`config.mk`:
```
export PLATFORM = sky130hd
export DESIGN_NAME = fpu_result_collector
export DESIGN_NICKNAME = d
export VERILOG_FILES = /design/src/rtl/fpu_result_collector.sv
export SDC_FILE = /design/constraint.sdc
export NUM_CORES = 1
export LEC_CHECK = 0
export BUFFER_PORTS_ARGS = -buffer_cell sky130_fd_sc_hd__buf_4
export CAP_MARGIN = 20
export CORE_ASPECT_RATIO = 0.8
export CORE_UTILIZATION = 50
export CTS_CLUSTER_SIZE = 16
export DETAILED_ROUTE_END_ITERATION = 8
export PLACE_DENSITY = 0.7
export RECOVER_POWER = 25
export SLEW_MARGIN = 25
export SYNTH_ARGS = -nofsm -noshare
export SYNTH_HDL_FRONTEND = slang
export SYNTH_SLANG_ARGS = --single-unit
```
`constraint.sdc`:
```
create_clock -name clock100KHz -period 8.5 [get_ports clock100KHz]
set_clock_uncertainty 0.05 [all_clocks]
set_input_delay 0.85 -clock clock100KHz [delete_from_list [all_inputs] [get_ports clock100KHz]]
set_output_delay 0.85 -clock clock100KHz [all_outputs]
set_load 0.02 [all_outputs]
```
`src/rtl/fpu_result_collector.sv`:
```
// fpu_result_collector
// Consumer end of the FPU result interface. Each rising edge of the fpu
// result-ready level (flag_in) captures {status_in, data_in} into a show-ahead
// FIFO and updates per-status-class statistics counters.
//
// Read handshake: rd_data is valid whenever empty=0; asserting rd_en while
// empty=0 pops the head on that rising edge, and rd_en while empty=1 is ignored.
module fpu_result_collector #(
    parameter int FIFO_DEPTH = 8,
    parameter int CNT_W      = 16
) (
    input  logic                          clock100KHz,
    input  logic                          reset,
    input  logic [31:0]                   data_in,
    input  logic [3:0]                    status_in,
    input  logic                          flag_in,
    input  logic                          rd_en,
    input  logic                          clear_stats,
    output logic [35:0]                   rd_data,
    output logic                          empty,
    output logic                          full,
    output logic [$clog2(FIFO_DEPTH):0]   level,
    output logic [CNT_W-1:0]              cnt_exact,
    output logic [CNT_W-1:0]              cnt_ovf,
    output logic [CNT_W-1:0]              cnt_unf,
    output logic [CNT_W-1:0]              cnt_inexact,
    output logic [CNT_W-1:0]              cnt_err,
    output logic [CNT_W-1:0]              cnt_drop,
    output logic                          overflow_sticky
);

    localparam int AW = $clog2(FIFO_DEPTH);
    localparam int LW = AW + 1;

    logic            flag_prev;
    logic [AW-1:0]   wr_ptr;
    logic [AW-1:0]   rd_ptr;
    logic [35:0]     mem [FIFO_DEPTH];

    logic            capture;
    logic            pop;
    logic            store;
    logic            drop;
    logic            one_hot;

    // A capture is the rising edge of the result-ready level.
    assign capture = flag_in & ~flag_prev;

    // Occupancy flags come from the entry count so a full FIFO is never
    // confused with an empty one when the pointers coincide.
    assign empty   = (level == '0);
    assign full    = (level == LW'(FIFO_DEPTH));

    // A pop frees the head slot on the same edge, so a full FIFO can still
    // accept a capture when it is popped in the same cycle.
    assign pop     = rd_en & ~empty;
    assign store   = capture & (~full | pop);
    assign drop    = capture & full & ~pop;
    assign one_hot = $onehot(status_in);

    assign rd_data = empty ? 36'd0 : mem[rd_ptr];

    function automatic logic [CNT_W-1:0] sat_inc(input logic [CNT_W-1:0] c);
        return (&c) ? c : c + CNT_W'(1);
    endfunction

    // Edge detector, FIFO pointers and entry count.
    always_ff @(posedge clock100KHz) begin
        if (reset) begin
            flag_prev <= 1'b0;
            wr_ptr    <= '0;
            rd_ptr    <= '0;
            level     <= '0;
        end else begin
            flag_prev <= flag_in;
            if (store) wr_ptr <= wr_ptr + AW'(1);
            if (pop)   rd_ptr <= rd_ptr + AW'(1);
            case ({store, pop})
                2'b10:   level <= level + LW'(1);
                2'b01:   level <= level - LW'(1);
                default: level <= level;
            endcase
        end
    end

    // Entry storage; contents are not cleared, a capture pending under reset is lost.
    always_ff @(posedge clock100KHz) begin
        if (!reset && store) begin
            mem[wr_ptr] <= {status_in, data_in};
        end
    end

    // Saturating statistics; clear_stats wins over a same-cycle capture.
    always_ff @(posedge clock100KHz) begin
        if (reset || clear_stats) begin
            cnt_exact       <= '0;
            cnt_ovf         <= '0;
            cnt_unf         <= '0;
            cnt_inexact     <= '0;
            cnt_err         <= '0;
            cnt_drop        <= '0;
            overflow_sticky <= 1'b0;
        end else begin
            if (capture) begin
                if (one_hot) begin
                    if (status_in[0]) cnt_exact   <= sat_inc(cnt_exact);
                    if (status_in[1]) cnt_ovf     <= sat_inc(cnt_ovf);
                    if (status_in[2]) cnt_unf     <= sat_inc(cnt_unf);
                    if (status_in[3]) cnt_inexact <= sat_inc(cnt_inexact);
                end else begin
                    cnt_err <= sat_inc(cnt_err);
                end
            end
            if (drop) begin
                cnt_drop        <= sat_inc(cnt_drop);
                overflow_sticky <= 1'b1;
            end
        end
    end

endmodule
```
==> Yosys cells after proc, flatten, opt, wreduce, memory -nomap -nowiden <==
Memories as Yosys holds them, arrays and structs flattened. A register that Yosys moved wholly into a read port is not among the register bits.
Index checks and enable logic that the tools add are counted.
{ "word_totals": {"ff_bits": 108, "mem_bits_rw": 288, "in_bits": 41, "output_inout_bits": 139, "wordCells": 69, "mem_count": 1} }
{ "mem_list": {"columns": ["memory", "depth", "word_bits", "rd", "rd_clocked_by_memory_dff", "wr", "line", "rtl"], "rows": [
  ["mem", 8, 36, 1, 1, 1, "38", "logic [35:0] mem [FIFO_DEPTH];"]
]} }
{ "classes": {"n_addsub": 13, "n_eq_ne": 4, "mux": 6, "n_bitwise": 17, "reduce_logical": 17} }
{ "op_table": {"columns": ["operator", "n"], "rows": [
  ["adder 16 x 1 -> 16 bit, second input constant", 6],
  ["AND reduction 16 bit", 6],
  ["2-to-1 mux 36 bit", 1],
  ["AND reduction 4 bit", 4],
  ["NOT 1 bit", 11],
  ["case mux 4 bit (2 select lines)", 1],
  ["adder 3 x 1 -> 3 bit, second input constant", 2],
  ["2-to-1 mux 3 bit", 2],
  ["bitwise AND 1 bit", 5],
  ["adder 1 x 1 -> 2 bit", 2],
  ["adder 4 x 1 -> 4 bit, second input constant", 1],
  ["equality test 4 bit, second input constant", 1],
  ["zero test 4 bit", 1],
  ["subtractor 4 x 1 -> 4 bit, second input constant", 1],
  ["adder 2 x 2 -> 3 bit", 1],
  ["equality test 3 x 1 -> 1 bit, second input constant", 1],
  ["AND reduction 3 bit", 1],
  ["equality test 2 x 1 -> 1 bit, second input constant", 1],
  ["equality test 2 bit, second input constant", 1],
  ["2-to-1 mux 1 bit", 2],
  ["AND reduction 2 bit", 1],
  ["nonzero test 2 bit", 1],
  ["logical AND 1 bit", 1],
  ["zero test 1 bit", 1],
  ["2 further kinds", 2]
]} }

==> Logic depth before layout (Yosys ltp) <==
Gate-level depths: netlist (run 1).
{ "depth": {"word_depth": 8, "ltp_mapped": 12, "mapped_depth_nobuf": 10} }

==> Worst setup path after synthesis (run 1) <==
OpenSTA, ideal clock, no wires.
{ "synth_timing": {"path_kind": "in2reg", "startpoint": "input port flag_in", "endpoint": "memory mem[6][0] (enable)", "setup_ns": 0.532, "t_arrival_ns": 5.140, "required_ns": 7.918, "slack_ns": 2.778, "path_stages": 4, "n_path_buf": 0, "path_cell_list": "nand2b_1 a21oi_1 nand2_1 nor4b_1"} }
{ "synth_between": {"elab_chain_len": 5} }
{ "synth_lines": {"columns": ["element", "line", "rtl"], "rows": [
  ["start: declaration", "16", "input logic flag_in,"],
  ["bitwise AND 1 bit", "47", "assign capture = flag_in & ~flag_prev;"],
  ["bitwise AND 1 bit", "57", "assign store = capture & (~full | pop);"],
  ["logical AND 1 bit", "88", "if (!reset && store) begin"],
  ["2-to-1 mux 1 bit", "88", null],
  ["2-to-1 mux 1 bit (not written as such)", "89", "mem[wr_ptr] <= {status_in, data_in};"],
  ["end: declaration", "38", null]
]} }
No other way between the ends.

==> impl_metrics.toml, run 1 <==
[run_status]
status = "complete, no violations"

[sta]
maxSlewHeadroom_pct = 37.9
final-setup-viol-count = 0
min_period_over_period_pct = 48.8
final-hold-violation-count = 0
rsz0062_at_grt = "false"
worst_pin_slew_ps = 923
slew_violations = 0
fmax_ghz = 0.241
tns_ps = 0
post-route-min-period_ps = 4150

[clocking]
ctsHoldBuffers = 0
clockRootBuffer = "clkbuf_16"
cts_setup_buffers = 0
clockBufferDepth = 3
cts_max_level = 2
cts_resized = 0
clock_sinks = 399
cts_buffers = 39
clk_pin_slew_ps = 60
insertion_delay_ps = 540
cts_tree = "done"

[cells_and_area]
nNetsFinal = 1353
final_core_util_pct = 61.2
layout_common_cells = "edfxtp_1, buf_4, nor2_1"
fillers = 2429
regArea_mm2 = 0.0109
final_common_cell = "edfxtp_1"
multi_input_area_mm2 = 0.00528
drive_above_1_share_pct = 24.4
synthToLayoutAreaGrowth_pct = 19.1
stdcell_area_mm2 = 0.0195

[logic_synthesis]
synthesis.area_mm2 = 0.0163
avgSynthCellArea_um2 = 14.8
ys_seq_area_share_pct = 66.5
ys_types = 46
synth-seq-cells = 399
synth_cells = 1104
ys.flop_type = "edfxtp_1"
async_flop_share_pct = 0
synth_warnings = 0
synth-edff-count = 288
synth_nets = 1157

[flow_run]
maxCapViolCount = 0

[placement]
dp_hpwl_um = 21400
placed_area_mm2 = 0.0182
numPortBuffers = 179
finalWeightedCongestion = 0.824

[global_route]
grt-ovfl-total = 0
antenna_found_initial = 2
grt_pass1_wl_um = 53800
grt_max_degree = 74
grt_pass1_vias = 9555
grt_usage_pct = 21.0

[critical_path]
critPathCaptureType = "primary output"
critPathRequiredTime_ps = 7600
worstSetupPathType = "reg2out"
r2r_cells = 5
cp-start-kind = "register"
worst-path-max-fanout = 42
r2r_end = "mem[7][10]"
r2r_setup_slack_ps = 5700
critPathArrivalTime_ps = 3250
regToRegStartpoint = "level[0]"

[worst_hold_path]
whs_path_depth = 2
min_to = "overflow_sticky"
hold_start = "overflow_sticky"
worstHoldPathType = "reg2reg"

[route]
drt_first_pass_iters = 5
post_drt_wl_per_cell_um = 19.7
first_iter_violations = 658
drt_wl_total_um = 34500
viasPerCell = 5.64
vias = 9868
drc = 0
ant_nets = 0

[floorplan]
die-area_mm2 = 0.0334
initial_core_util_pct = 51.4
rows = 58
die_h_um = 164
die_w_um = 204
core-area_mm2 = 0.0318
num_io_pins = 180

[power_and_ir_drop]
finalPower_w = 0.00488
ir_drop_mv = 0.179
powerDensity_mw_per_mm2 = 251
p_leak_nw = 6.38
state kept, by name, summed over array words and instances (netlist names), named ones only:
| name | flops |
|---|---|
| rd_ptr | 3 |
| cnt_ovf | 16 |
| flag_prev | 1 |
| mem | 288 |
| cnt_unf | 16 |
| cnt_inexact | 16 |
| overflow_sticky | 1 |
| cnt_exact | 16 |
| cnt_err | 16 |
| cnt_drop | 16 |
| level | 4 |
| wr_ptr | 3 |
critical path: stages, from the launching register on:
cell and delay (ps):
dfxtp_4 750, buf_4 790, mux4_2 600, mux2i_1 300
nor2_1 80, buf_4 180
layout make-up:
| class | instances | area share, % |
|---|---|---|
| Timing Repair Buffer | 199 | 7.16 |
| Inverter | 16 | 0.309 |
| Sequential cell | 399 | 55.9 |
| Tap cell | 420 | 2.70 |
| Clock inverter | 22 | 1.42 |
| Antenna cell | 1 | 0.0129 |
| Multi-Input combinational cell | 645 | 27.2 |
| Clock buffer | 49 | 5.32 |
Yosys cell counts, types with 4 or more instances:
library cell / number / area share (%)
mux2i_1: 41 / 2.5
or4_1: 4 / 0.18
buf_2: 11 / 0.34
a21oi_1: 19 / 0.58
nor4_2: 5 / 0.38
nand4_1: 30 / 1.1
xnor2_1: 53 / 2.8
nor4b_1: 7 / 0.38
inv_1: 16 / 0.37
xor2_1: 30 / 1.6
nor4_1: 21 / 0.80
nand3_1: 39 / 1.2
edfxtp_1: 288 / 53
clkbuf_1: 29 / 0.67
nand2_1: 45 / 1.0
o21ai_0: 9 / 0.28
dfxtp_1: 111 / 14
nand3b_1: 6 / 0.28
nor3b_1: 8 / 0.37
a31oi_1: 7 / 0.27
mux4_2: 72 / 9.9
and4_1: 11 / 0.59
ha_1: 11 / 0.84
and3_1: 15 / 0.57
and2_1: 7 / 0.27
buf_1: 4 / 0.092
a211oi_1: 5 / 0.23
nor3_1: 31 / 0.95
nor2_1: 141 / 3.2
or3_1: 5 / 0.19
power by group:
group / internal [W] / total, W / leakage (nW) / switching (W)
combinational: 0.000415 / 0.000931 / 2.25 / 0.000516
sequential: 0.00211 / 0.00217 / 3.50 / 0.0000607
clock: 0.00105 / 0.00177 / 0.637 / 0.000720
total: 0.00358 / 0.00488 / 6.38 / 0.00130
worst max-delay path by stage:
stage	start	endpoint	slack [ps]	depth (start not counted)
after floorplan	flag_in	mem[6][0]	2780	4
after global placement	status_in[0]	cnt_ovf[9]	4360	11
after detailed placement	status_in[0]	cnt_ovf[9]	4270	11
after CTS	register	rd_data[33]	4220	5
after global routing	register	rd_data[33]	4060	5
final	register	rd_data[33]	4350	5
routing by layer:
| metal | routed length (µm) | global-route usage (%) | vias up |
|---|---|---|---|
| li1 | - | - | 4612 |
| met1 | 16000 | 30.4 | 4957 |
| met2 | 16200 | 33.0 | 256 |
| met3 | 1810 | 3.65 | 41 |
| met4 | 541 | 5.39 | 2 |
| met5 | 11 | 0 | - |
cell families (layout without fill, tap and decap cells):
kind of cell / Yosys count / in the layout / synth area share [%]
AO/OA/AOI/OAI: 46 / 46 / 1.67
XOR/XNOR: 83 / 83 / 4.45
adder cells (fa/ha/maj): 12 / 12 / 0.965
buffers and inverters: 60 / 286 / 1.46
flip-flops: 399 / 399 / 66.5
multiplexers: 114 / 114 / 12.5
other: 0 / 1 / 0
AND/OR/NAND/NOR: 390 / 390 / 12.4
per-stage QoR:
step | std cells | worst slack (ps) | hold WS [ps]
floorplan | 1104 | 2780 | 435
global placement | 1679 | 4360 | 428
detailed placement | 1679 | 4270 | 435
CTS | 1750 | 4220 | 452
global route | 1750 | 4060 | 457
finish | 1751 | 4350 | 447
Power figures use the tool's default switching activity.
==> inputs of run 2 (changes only) <==
- PLACE_DENSITY: 0.7 -> 0.72
- clock period: 8.5 -> 3.33 ns (I/O delays scaled with it)
==> run 2 against run 1 <==
Setup slack lost 3900 ps. Flip-flop and latch count is the same. Global-route usage grew 0.35 points. Utilization grew 1.6 points. Highest routed layer is now met4.
==> impl_metrics.toml, run 2 (synthesis results as in run 1) <==
[run_status]
status = "complete, no violations"

[global_route]
grt-ovfl-total = 0
grt_pass1_wl_um = 55400
grt_max_degree = 48
grt_pass1_vias = 9861
grt_usage_pct = 21.4
antenna_found_initial = 1

[critical_path]
slowest_stage = "dfxtp_4"
worstSetupPathType = "reg2out"
critPathArrivalTime_ps = 2520
r2r_end = "mem[0][25]"
path_cells = "buf_12, mux4_2, mux2i_1, nor2_1, buf_4"
regToRegStartpoint = "level[1]"
critical_path.top_delay_family = "multiplexers"
cp_slowest_stage_delay_ps = 660
cp-start-kind = "register"
worst-path-max-fanout = 31
critPathRequiredTime_ps = 2950
r2r_setup_slack_ps = 860
critPathCaptureType = "primary output"
crit_buf_inv = 2
r2r_cells = 5

[route]
wl_met1_um = 16100
drc = 0
drt_first_pass_iters = 6
wl_met2_um = 16800
drt_wl_total_um = 35500
post_drt_wl_per_cell_um = 19.8
met3_length_um = 2250
ant_nets = 0
viasPerCell = 5.65
vias = 10100
top_layer = "met4"
first_iter_violations = 744

[worst_hold_path]
whs_path_depth = 2
min_to = "flag_prev"
worstHoldPathType = "in2reg"
hold_start = "flag_in"

[cells_and_area]
multi_input_area_mm2 = 0.00534
largest_register_ffs = 288
synthToLayoutAreaGrowth_pct = 22.3
layout_common_cells = "edfxtp_1, buf_4, nor2_1"
drive_above_1_share_pct = 24.3
fillers = 2424
top_register = "mem"
stdcell_area_mm2 = 0.0200
regArea_mm2 = 0.0109
nNetsFinal = 1397
final_cell_count_no_fill = 1793
final_common_cell = "edfxtp_1"

[floorplan]
num_io_pins = 180
die-area_mm2 = 0.0334
die_w_um = 204
initial_core_util_pct = 51.4
rows = 58
die_h_um = 164
core-area_mm2 = 0.0318

[flow_run]
maxCapViolCount = 0

[sta]
min_period_over_period_pct = 87.2
slew_violations = 0
final-hold-violation-count = 0
tns_ps = 0
fin_ws_ps = 425
fmax_ghz = 0.344
final-setup-viol-count = 0
maxSlewHeadroom_pct = 2.78
post-route-min-period_ps = 2900
worst_pin_slew_ps = 1460
rsz0062_at_grt = "false"
fin_hold_ws_ps = 26.5

[placement]
placed_area_mm2 = 0.0185
dp_slack_ps = 5.76
dp_hpwl_um = 21400
finalWeightedCongestion = 0.855
dp.cells = 1693
numPortBuffers = 179

[power_and_ir_drop]
ir_drop_mv = 0.416
p_leak_nw = 6.57
powerDensity_mw_per_mm2 = 614

[clocking]
clockBufferDepth = 3
cts_resized = 0
clockRootBuffer = "clkbuf_16"
cts_buffers = 39
clock_sinks = 399
cts_max_level = 2
cts_tree = "done"
insertion_delay_ps = 530
clk_pin_slew_ps = 60
[run 2: changes by cell type in the layout (fill, tap and decap cells not counted), sizes merged]
cell         before  now
inv              20   17
dlygate4sd3       0   30
clkbuf           77   81
buf             171  181
bufinv            6    3
clkinv           10   14
[run 2: worst register-to-register path, cell delays in order (launching register included)]
cell and delay [ps]:
dfxtp_1 580, nor4b_4 90, a21oi_1 350, nand2b_1 240, nor4_4 170, buf_4 580
[run 2: routing by layer]
metal / track usage [%] / vias to the layer above
met4: 3.80 / 0
met5: 0 / -
met2: 33.8 / 312
li1: - / 4708
met1: 31.2 / 5071
met3: 3.83 / 36
[run 2: final cells by class]
cell class              count  share of cell area [%]
well taps                 420                    2.63
repair buffers            243                    9.63
diodes                      1                  0.0125
flip-flops and latches    399                    54.5
inverters                  16                   0.301
multi-input cells         645                    26.7
clock inverters            20                    1.04
clock buffers              49                    5.17
[run 2: what timing repair did]
action	4_1_cts	5_1_grt
hold buffers	30	0
buffers inserted	0	0
hold endpoints to repair	240	0
[run 2: stage by stage]
step           total power, W  util (%)
3_3_place_gp          0.00808      58.3
5_1_grt                0.0127      62.8
6_report               0.0123      62.8
4_1_cts                0.0124      63.2
2_1_floorplan         0.00715         -
3_5_place_dp          0.00811      58.3
[run 2: worst max path at each step]
stage                                  to    startpoint  cells past startpoint  slack, ps
final                         rd_data[23]      register                      5        430
after global routing          rd_data[23]      register                      5        210
after CTS                     rd_data[23]      register                      5        340
after detailed placement  cnt_inexact[15]  status_in[0]                     11          6
after global placement    cnt_inexact[15]  status_in[0]                     11         40
after floorplan                 mem[6][0]      level[1]                      5       -610
[run 2: report_power, final]
| part | switching, W | leakage [nW] | internal [W] |
|---|---|---|---|
| Clock | 0.00182 | 0.603 | 0.00245 |
| Combinational | 0.00132 | 2.47 | 0.00112 |
| Sequential | 0.000156 | 3.50 | 0.00539 |
| Total | 0.00330 | 6.57 | 0.00896 |
==> inputs of run 3 (changes only) <==
- ABC_AREA: default -> 1
==> run 3 against run 2 <==
Register-to-register slack better by 60 ps. Fmax fell by 4.0%. Clock-buffer cell count grew 10. Largest power group unchanged. Largest cell class unchanged. Highest routed layer is now met5. Cell count is 33% higher.
==> impl_metrics.toml, run 3 <==
[clocking]
clockBufferDepth = 3
clockRootBuffer = "clkbuf_16"
clk_pin_slew_ps = 60
cts_max_level = 2
cts_tree = "done"
clock_sinks = 399
cts_buffers = 40
insertion_delay_ps = 540
cts_setup_buffers = 0

[route]
viasPerCell = 5.46
vias = 13000
post_drt_wl_per_cell_um = 17.2
drt_first_pass_iters = 7
drc = 0
ant_nets = 0
first_iter_violations = 884
drt_wl_total_um = 40900

[logic_synthesis]
ys_types = 39
synth_warnings = 0
synth.area.top_cells = "edfxtp_1, dfxtp_1, nor2_1"
synth_cells = 1706
synth_top_cell_area_share_pct = 50.5
synthesis.area_mm2 = 0.0171
ys_seq_area_share_pct = 63.5
synth_nets = 1759
synth-seq-cells = 399
yosysTopAreaCell = "edfxtp_1"
yosys.cell_count.top_type = "nor2_1"
avgSynthCellArea_um2 = 10.0
async_flop_share_pct = 0
ys.flop_type = "edfxtp_1"
synth_common_cells = "nor2_1, edfxtp_1, nand2_1, o21ai_0, dfxtp_1"
synth-edff-count = 288

[floorplan]
core-area_mm2 = 0.0336
rows = 60
num_io_pins = 180
die_w_um = 209
die_h_um = 167
initial_core_util_pct = 50.9
die-area_mm2 = 0.0350

[placement]
numPortBuffers = 179
dp_slack_ps = 314
finalWeightedCongestion = 0.918
dp_hpwl_um = 24200
placed_area_mm2 = 0.0190

[sta]
slew_violations = 0
final-hold-violation-count = 0
rsz0062_at_grt = "false"
fin_ws_ps = 306
maxSlewHeadroom_pct = 47.3
fin_hold_ws_ps = 58.1
fmax_ghz = 0.331
final-setup-viol-count = 0
worst_pin_slew_ps = 791
min_period_over_period_pct = 90.8
post-route-min-period_ps = 3020

[power_and_ir_drop]
intPower_w = 0.00897
p_leak_nw = 7.20
finalPower_w = 0.0127
ir_drop_mv = 0.382
p_switching_w = 0.00370
p_comb_share_pct = 20.7
powerDensity_mw_per_mm2 = 614
p_clk_share_pct = 35.6
seqPwrFrac_pct = 43.7
power.share.switching_pct = 29.2

[cells_and_area]
layout_common_cells = "nor2_1, edfxtp_1, nand2_1, o21ai_0, buf_4"
stdcell_area_mm2 = 0.0206
final_common_cell = "nor2_1"
synthToLayoutAreaGrowth_pct = 20.6
regArea_mm2 = 0.0109
drive_above_1_share_pct = 14.4
top_register = "mem"
largest_register_ffs = 288
nNetsFinal = 1966
multi_input_area_mm2 = 0.00551
fillers = 2768

[global_route]
top_usage_layer = "met2"
grt_pass1_vias = 12400
grt_usage_pct = 23.1
grt_pass1_wl_um = 64600
grt_max_degree = 81
grt_util_met2_pct = 37.8
grt.met3_usage_pct = 4.14
grt-ovfl-total = 0
antenna_found_initial = 4
use_met1_pct = 31.7

[critical_path]
critPathCaptureType = "register"
crit_top_cell = "inv_1"
critPathArrivalTime_ps = 3400
path_cells = "dlygate4sd3_1, buf_4, inv_1, fa_1, inv_1, ha_1, ha_1, nor2_1, nand2_1, nor2_1, inv_1, nor2_1, nand2_2, inv_1, nand3_1, and3_1"
slowest_stage = "dlygate4sd3_1"
cp_slowest_stage_delay_ps = 550
worstSetupPathType = "in2reg"
crit_buf_inv = 6
worst-path-max-fanout = 13
cp-start-kind = "primary input"
critical_path.top_delay_family = "buffers and inverters"
critPathRequiredTime_ps = 3710

[run_status]
status = "complete, no violations"

[flow_run]
maxCapViolCount = 0

[worst_hold_path]
worstHoldPathType = "in2reg"
## run 3: changes by cell type in the layout (fill, tap and decap cells not counted), moves of 11 or more
cell,before,now
nor4_1,18,3
mux2i_1,41,0
nand3_1,39,57
nor3_2,0,11
a21oi_1,19,81
nand2_1,45,213
nor2_1,140,295
a31oi_1,7,40
mux4_2,72,0
xnor2_1,53,19
inv_1,16,106
o22ai_1,0,36
and4_1,11,0
o21ai_0,9,213
## run 3: per-stage QoR
step,TNS (ps),utilization [%],cells
after floorplan,-124800,-,1706
after global placement,0,56.6,2268
after detailed placement,0,56.6,2268
after CTS,0,61.6,2378
after global routing,0,61.4,2381
final,0,61.4,2381
## run 3: final cells by class
class / instances / area share, %
sequential: 399 / 52.7
multi-input combinational: 1113 / 26.7
timing repair buffer: 241 / 9.39
clock buffer: 59 / 5.50
tap: 434 / 2.63
inverter: 118 / 2.16
clock inverter: 14 / 0.909
antenna: 3 / 0.0364
## run 3: logic make-up after synthesis
kind of cell | synth area share (%)
and+or+nand+nor | 16.6
DFF | 63.5
AOI/OAI and AO/OA | 11.8
buffers and inverters | 4.61
xor gates and xnor gates | 2.61
adders and majority gates | 0.921
## run 3: timing repair
item,CTS,global route
endpoints found under the hold margin,281,0
hold buffers,37,0
setup endpoints to repair,0,2
resized for setup,0,1
## run 3: power groups by stage
stage	Sequential [W]	Combinational, W	Clock [W]
6_report	0.00553	0.00262	0.00451
5_1_grt	0.00554	0.00288	0.00478
4_1_cts	0.00553	0.00265	0.00458
3_5_place_dp	0.00564	0.00260	0
3_3_place_gp	0.00564	0.00257	0
2_1_floorplan	0.00558	0.00164	0
## run 3: worst register-to-register path, stage by stage, from the launching register on
cell	delay, ps
dfxtp_1	480
nor2_2	90
nand2_2	540
nand3_1	330
nand2_1	140
nand2_1	70
inv_1	80
ha_1	140
inv_1	40
nand2_1	70
xnor2_1	80
o21ai_0	150
inv_1	50
## run 3: layer usage
layer  wire [µm]  part of all wire, %  vias up
li1            -                    -     6332
met1       18400                   45     6178
met2       19100                   47      425
met3        2580                  6.3       54
met4         775                  1.9        2
met5          11                0.027        -
## run 3: final timing paths
check               start      endpoint  slack, ps  cells after the start
max          status_in[0]    cnt_ovf[2]        310                     16
min                 reset      level[2]         60                      4
min reg2reg  cnt_exact[4]  cnt_exact[4]        410                      2
max reg2reg      level[0]      level[2]        920                     12
